## src/rtl/aes_ctr_stream.sv

```systemverilog
// aes_ctr_stream: AES-CTR keystream/data pairing stage.
//
// Each accepted plaintext block issues one keystream request to the cipher
// core in the same cycle, using the counter value presented with the block.
// Plaintext is parked in a 16-entry data FIFO. Keystream returns in request
// order into a 16-entry keystream FIFO. The head entries of the two FIFOs are
// XORed to form the output block.
//
// Optional feature macro: AES_STREAM_RSP_CHECK_EN
//   When defined, adds a sticky 'err' output that flags keystream responses
//   arriving with no request outstanding.
//
// Ports:
//   clk, rst          clock; asynchronous active-low reset
//   ctr               counter value for the block being offered
//   in_valid/ready    plaintext handshake, in_block data
//   out_valid/ready   result handshake, out_block = data ^ keystream
//   fifo_empty        nothing accepted and not yet output
//   pending_blks      blocks accepted but not yet output (0..16)
//   ks_req_*          keystream request to the cipher core
//   ks_rsp_*          keystream response (in order, no backpressure)
//   err               sticky spurious-response flag (macro only)

module aes_ctr_stream (
  input  logic         clk,
  input  logic         rst,
  input  logic [127:0] ctr,
  input  logic         in_valid,
  output logic         in_ready,
  input  logic [127:0] in_block,
  output logic         out_valid,
  input  logic         out_ready,
  output logic [127:0] out_block,
  output logic         fifo_empty,
  output logic [4:0]   pending_blks,
  output logic         ks_req_valid,
  input  logic         ks_req_ready,
  output logic [127:0] ks_req_ctr,
  input  logic         ks_rsp_valid,
  input  logic [127:0] ks_rsp_block
`ifdef AES_STREAM_RSP_CHECK_EN
  ,
  output logic         err
`endif
);

  localparam int DEPTH = 16;

  logic [4:0]   pend_q, pend_d;
  logic [4:0]   outst_q, outst_d;
  logic [3:0]   dwr_q, drd_q, kwr_q, krd_q;
  logic [127:0] dmem_q [DEPTH];
  logic [127:0] kmem_q [DEPTH];
  logic [4:0]   ks_cnt;
  logic         full;
  logic         in_hs, out_hs, rsp_acc;

  assign full         = (pend_q == 5'd16);
  assign in_ready     = !full && ks_req_ready;
  assign ks_req_valid = in_valid && !full;
  assign ks_req_ctr   = ctr;

  // The request handshake is identical to the input handshake, so one
  // signal drives both the data push and the outstanding-count increment.
  assign in_hs   = in_valid && in_ready;
  // Responses with nothing outstanding belong to pre-reset requests or are
  // spurious; they never enter the keystream FIFO.
  assign rsp_acc = ks_rsp_valid && (outst_q != 5'd0);

  // Keystream entries held = accepted blocks minus those still awaiting
  // keystream; this avoids separate occupancy tracking for the 4-bit pointers.
  assign ks_cnt    = pend_q - outst_q;
  assign out_valid = (pend_q != 5'd0) && (ks_cnt != 5'd0);
  assign out_hs    = out_valid && out_ready;

  // Head entries are never overwritten while occupied, so this stays stable
  // across a stall.
  assign out_block    = dmem_q[drd_q] ^ kmem_q[krd_q];
  assign pending_blks = pend_q;
  assign fifo_empty   = (pend_q == 5'd0);

  always_comb begin
    pend_d = pend_q;
    case ({in_hs, out_hs})
      2'b10:   pend_d = pend_q + 5'd1;
      2'b01:   pend_d = pend_q - 5'd1;
      default: pend_d = pend_q;
    endcase
  end

  always_comb begin
    outst_d = outst_q;
    case ({in_hs, rsp_acc})
      2'b10:   outst_d = outst_q + 5'd1;
      2'b01:   outst_d = outst_q - 5'd1;
      default: outst_d = outst_q;
    endcase
  end

  always_ff @(posedge clk or negedge rst) begin
    if (!rst) begin
      pend_q  <= 5'd0;
      outst_q <= 5'd0;
      dwr_q   <= 4'd0;
      drd_q   <= 4'd0;
      kwr_q   <= 4'd0;
      krd_q   <= 4'd0;
    end else begin
      pend_q  <= pend_d;
      outst_q <= outst_d;
      if (in_hs)   dwr_q <= dwr_q + 4'd1;
      if (rsp_acc) kwr_q <= kwr_q + 4'd1;
      if (out_hs) begin
        drd_q <= drd_q + 4'd1;
        krd_q <= krd_q + 4'd1;
      end
    end
  end

  // Storage is not reset; validity is tracked entirely by the counters.
  always_ff @(posedge clk) begin
    if (in_hs)   dmem_q[dwr_q] <= in_block;
    if (rsp_acc) kmem_q[kwr_q] <= ks_rsp_block;
  end

`ifdef AES_STREAM_RSP_CHECK_EN
  logic err_q;

  always_ff @(posedge clk or negedge rst) begin
    if (!rst)                                 err_q <= 1'b0;
    else if (ks_rsp_valid && outst_q == 5'd0) err_q <= 1'b1;
  end

  assign err = err_q;
`endif

endmodule
```

## config.mk

```make
export PLATFORM = sky130hd
export DESIGN_NAME = aes_ctr_stream
export DESIGN_NICKNAME = d
export VERILOG_FILES = /design/src/rtl/aes_ctr_stream.sv
export SDC_FILE = /design/constraint.sdc
export NUM_CORES = 2
export LEC_CHECK = 0
export BUFFER_PORTS_ARGS = -buffer_cell sky130_fd_sc_hd__buf_2
export CORE_ASPECT_RATIO = 0.8
export CORE_MARGIN = 2
export CORE_UTILIZATION = 51
export DETAILED_ROUTE_END_ITERATION = 7
export PLACE_DENSITY = 0.68
export SETUP_SLACK_MARGIN = 0.2
export SYNTH_ARGS = -nofsm -noshare
export SYNTH_HDL_FRONTEND = slang
export SYNTH_SLANG_ARGS = --single-unit
export TNS_END_PERCENT = 1
```

## constraint.sdc

```tcl
create_clock -name clk -period 11.66 [get_ports clk]
set_input_delay 2.915 -clock clk [delete_from_list [all_inputs] [get_ports clk]]
set_output_delay 2.915 -clock clk [all_outputs]
set_load 0.02 [all_outputs]
```

==> load_flow_metrics.sql <==
INSERT INTO impl_metrics (metric_group, metric, value, unit) VALUES
('sta', 'max_clock_freq', '0.1250', 'GHz'),
('sta', 'setup_viol_count_final', '0', ''),
('sta', 'grt_setup_unrepaired', 'no', ''),
('cells_and_area', 'final_common_cell', 'sky130_fd_sc_hd__edfxtp_1', ''),
('critical_path', 'start_kind', 'register', ''),
('logic_synthesis', 'synth_edf_count', '4096', ''),
('power_and_ir_drop', 'worst_ir_drop_vdd', '0.3301', 'mV'),
('sta', 'timing.final.max_slew_violations', '0', ''),
('routing', 'drt_first_iter_violations', '9483', ''),
('sta', 'setup-tns-final', '0', 'ns'),
('grt', 'number_of_antenna_violations_at_the_first_check_in_global_routing', '136', ''),
('clock_tree', 'cts_buffer_depth', '4', ''),
('clock_tree', 'clk_transition_reported_paths', '0.06', 'ns'),
('routing', 'drc_violation_count_after_routing', '0', ''),
('clock_tree', 'cts_tree', 'done', ''),
('floorplan', 'rows', '181', ''),
('logic_synthesis', 'synth_top_area_cell', 'sky130_fd_sc_hd__edfxtp_1', ''),
('logic_synthesis', 'synth_sequential_area_ratio', '79.09', '%'),
('routing', 'vias', '73813', ''),
('critical_path', 'critPathMaxFanout', '42', ''),
('logic_synthesis', 'netlist.area_leader.share', '78.68', '%'),
('clock_tree', 'tritoncts.num_buffers', '387', ''),
('routing', 'routed_wire_length_per_instance', '34.58', 'um'),
('sta', 'final.min_clock_period', '8.000', 'ns'),
('clock_tree', 'clk-insertion-delay-late', '0.92', 'ns'),
('critical_path', 'crit_type', 'register to output pin', ''),
('logic_synthesis', 'syn_nets', '7098', ''),
('grt', 'vias_in_the_first_global_route', '74584', ''),
('floorplan', 'die_w', '623', 'um'),
('floorplan', 'floorplan.die_area', '0.3110', 'sq mm'),
('floorplan', 'floorplan.die.height', '499.2', 'um'),
('cells_and_area', 'layout.nets', '7538', ''),
('floorplan', 'floorplan.initialDensity', '51.32', '%'),
('power_and_ir_drop', 'power.static_leakage', '55.42', 'nW'),
('run_status', 'status', 'complete, no violations', ''),
('grt', 'global_route_wire_length_before_repair', '560000', 'um'),
('critical_path', 'kind_of_end_point_of_the_critical_path', 'output pin', ''),
('cells_and_area', 'post-route-util', '57.46', '%'),
('routing', 'routed_wl', '397700', 'um'),
('clock_tree', 'cts_post_setup_buffers_inserted', '0', ''),
('cells_and_area', 'layout-drive-gt1-share', '28.75', '%'),
('sta', 'fin_skew', '0.05028', 'ns'),
('logic_synthesis', 'ys_dominant_reg_cell', 'sky130_fd_sc_hd__edfxtp_1', ''),
('critical_path', 'critical-path-top-delay-family', 'buffers and inverters', ''),
('critical_path', 'cp_slowest_cell', 'sky130_fd_sc_hd__dfrtp_4', ''),
('logic_synthesis', 'async_flop_share', '0.6308', '%'),
('sta', 'post-route-period-util', '68.61', '%'),
('sta', 'max_slew.worst_pin.slew', '1.262', 'ns'),
('worst_hold_path', 'timing.hold.worst.start', 'outst_q[4]', ''),
('clock_tree', 'cts_resized', '0', ''),
('logic_synthesis', 'synth-warning-count', '0', ''),
('critical_path', 'data_arrival_time_at_the_worst_slack_endpoint', '5.08', 'ns'),
('floorplan', 'design.core.area', '0.3046', 'sq mm'),
('clock_tree', 'clkSinkCount', '4122', ''),
('place', 'placement.io_buffers', '398', ''),
('clock_tree', 'ctsHtreeMaxLevel', '5', ''),
('worst_hold_path', 'worst_hold_class', 'register to register', ''),
('critical_path', 'crit_path_cell_trace', 'buf_4, buf_4, mux4_2, a22oi_1, nand2_1, xor2_1, buf_2', ''),
('critical_path', 'worst-endpoint-required', '8.75', 'ns'),
('sta', 'hold_violation_count_in_the_final_report', '0', ''),
('logic_synthesis', 'synth.area.top_cells', 'sky130_fd_sc_hd__edfxtp_1 (79%), sky130_fd_sc_hd__mux4_2 (15%), sky130_fd_sc_hd__a22oi_1 (2.5%)', ''),
('logic_synthesis', 'synthesis.area_per_instance', '23.39', 'sq um'),
('routing', 'vias_per_cell', '6.418', ''),
('logic_synthesis', 'register_bit_count_reported_by_yosys', '4122', ''),
('routing', 'number_of_search_and_repair_iterations_in_the_first_detailed_routing_pass', '6', ''),
('logic_synthesis', 'synth_area', '0.1563', 'sq mm'),
('floorplan', 'io_pins', '655', ''),
('critical_path', 'regToRegStartpoint', 'pending_blks[0]', ''),
('power_and_ir_drop', 'power_density', '257.1', 'mW/mm^2'),
('critical_path', 'crit_path_frequent_cell', 'sky130_fd_sc_hd__buf_4', ''),
('logic_synthesis', 'post_synth_inst_count', '6684', '');
==> metal layers <==
metal	track usage (%)	wire, um
met1	35.33	152800
met4	7.793	12500
met5	0.01539	430
met3	5.336	36370
met2	41.01	195600
==> layout make-up <==
type / count / area, sq um / area share (%)
Clock buffer: 463 / 10150 / 5.799
Inverter: 13 / 48.80 / 0.02788
Multi-Input combinational cell: 2074 / 30340 / 17.33
Clock inverter: 241 / 2256 / 1.289
Timing Repair Buffer: 526 / 3428 / 1.959
Antenna cell: 36 / 90.09 / 0.05148
Sequential cell: 4122 / 123700 / 70.66
Tap cell: 4026 / 5037 / 2.878
==> flip-flops by register name, indices dropped and copies added, names as in the netlist <==
| signal | flops |
|---|---|
| dwr_q | 4 |
| dmem_q | 2048 |
| kwr_q | 4 |
| drd_q | 4 |
| kmem_q | 2048 |
| krd_q | 4 |
| outst_q | 5 |
| pending_blks | 5 |
==> worst reg2reg max path: cells and delay by family, from the launching register on <==
family,cells,cell delay (ns)
buf+inv,1,0.89
simple gates,5,2.06
flops,1,0.49
==> stage by stage <==
stage               total power (W)  instance area, sq um  worst slack (ns)  cells
global placement            0.03297                162500             4.445  10761
floorplan                   0.02761                156300            -1.304   6684
finish                      0.04500                175000             3.660  11501
CTS                         0.04544                174900             3.477  11465
detailed placement          0.03311                162500             4.467  10761
global route                0.04658                175000             3.304  11483
==> Yosys cell counts, types with 2 or more instances <==
master                     count
sky130_fd_sc_hd__buf_1        73
sky130_fd_sc_hd__mux4_2     1024
sky130_fd_sc_hd__mux2_2        3
sky130_fd_sc_hd__dfrtp_1      26
sky130_fd_sc_hd__inv_1        13
sky130_fd_sc_hd__xnor2_1      11
sky130_fd_sc_hd__ha_1         22
sky130_fd_sc_hd__buf_4       178
sky130_fd_sc_hd__a21o_1        3
sky130_fd_sc_hd__nor2_1       30
sky130_fd_sc_hd__buf_2        73
sky130_fd_sc_hd__fa_1          2
sky130_fd_sc_hd__clkbuf_1    147
sky130_fd_sc_hd__nor4_1        2
sky130_fd_sc_hd__edfxtp_1   4096
sky130_fd_sc_hd__nor3b_1       2
sky130_fd_sc_hd__nor3_1       11
sky130_fd_sc_hd__nand4_1       2
sky130_fd_sc_hd__o21ai_0       7
sky130_fd_sc_hd__and2_1        4
sky130_fd_sc_hd__nand2b_1      6
sky130_fd_sc_hd__nor2b_1       6
sky130_fd_sc_hd__a22oi_1     512
sky130_fd_sc_hd__xor2_1      140
sky130_fd_sc_hd__nand2_1     273
sky130_fd_sc_hd__nand3_1       3
sky130_fd_sc_hd__and3_1        2
sky130_fd_sc_hd__buf_6         4
sky130_fd_sc_hd__a21oi_1       4
==> report_power, final <==
part / switching [W] / leakage (nW) / internal [W]
clock: 0.00536 / 6.06 / 0.00705
combinational: 0.00932 / 12.1 / 0.00536
sequential: 0.000451 / 37.3 / 0.0175
==> path summary, 6_finish.rpt <==
| kind | to | slack, ns | cells after the start |
|---|---|---|---|
| worst max-delay path | out_block[38] | 3.66 | 7 |
| worst max register to register | dmem_q[7][58] | 7.65 | 6 |
| worst min-delay path | outst_q[4] | 0.53 | 1 |
| max in group asynchronous | drd_q[1] | 8.97 | 1 |
| min in group asynchronous | pending_blks[4] | 2.08 | 1 |
| worst min register to register | outst_q[4] | 0.53 | 1 |
==> kinds of logic (layout without fill, tap and decap cells) <==
family | count (synthesis) | count (layout) | synth area share (%)
XOR/XNOR | 151 | 151 | 0.8460
buffers and inverters | 488 | 1243 | 1.677
other | 0 | 36 | 0
multiplexers | 1028 | 1028 | 14.78
flip-flops | 4122 | 4122 | 79.09
AO/OA/AOI/OAI | 530 | 530 | 2.532
AND/OR/NAND/NOR | 341 | 341 | 0.8700
adder cells (fa/ha/maj) | 24 | 24 | 0.2017
Power figures use the tool's default switching activity.
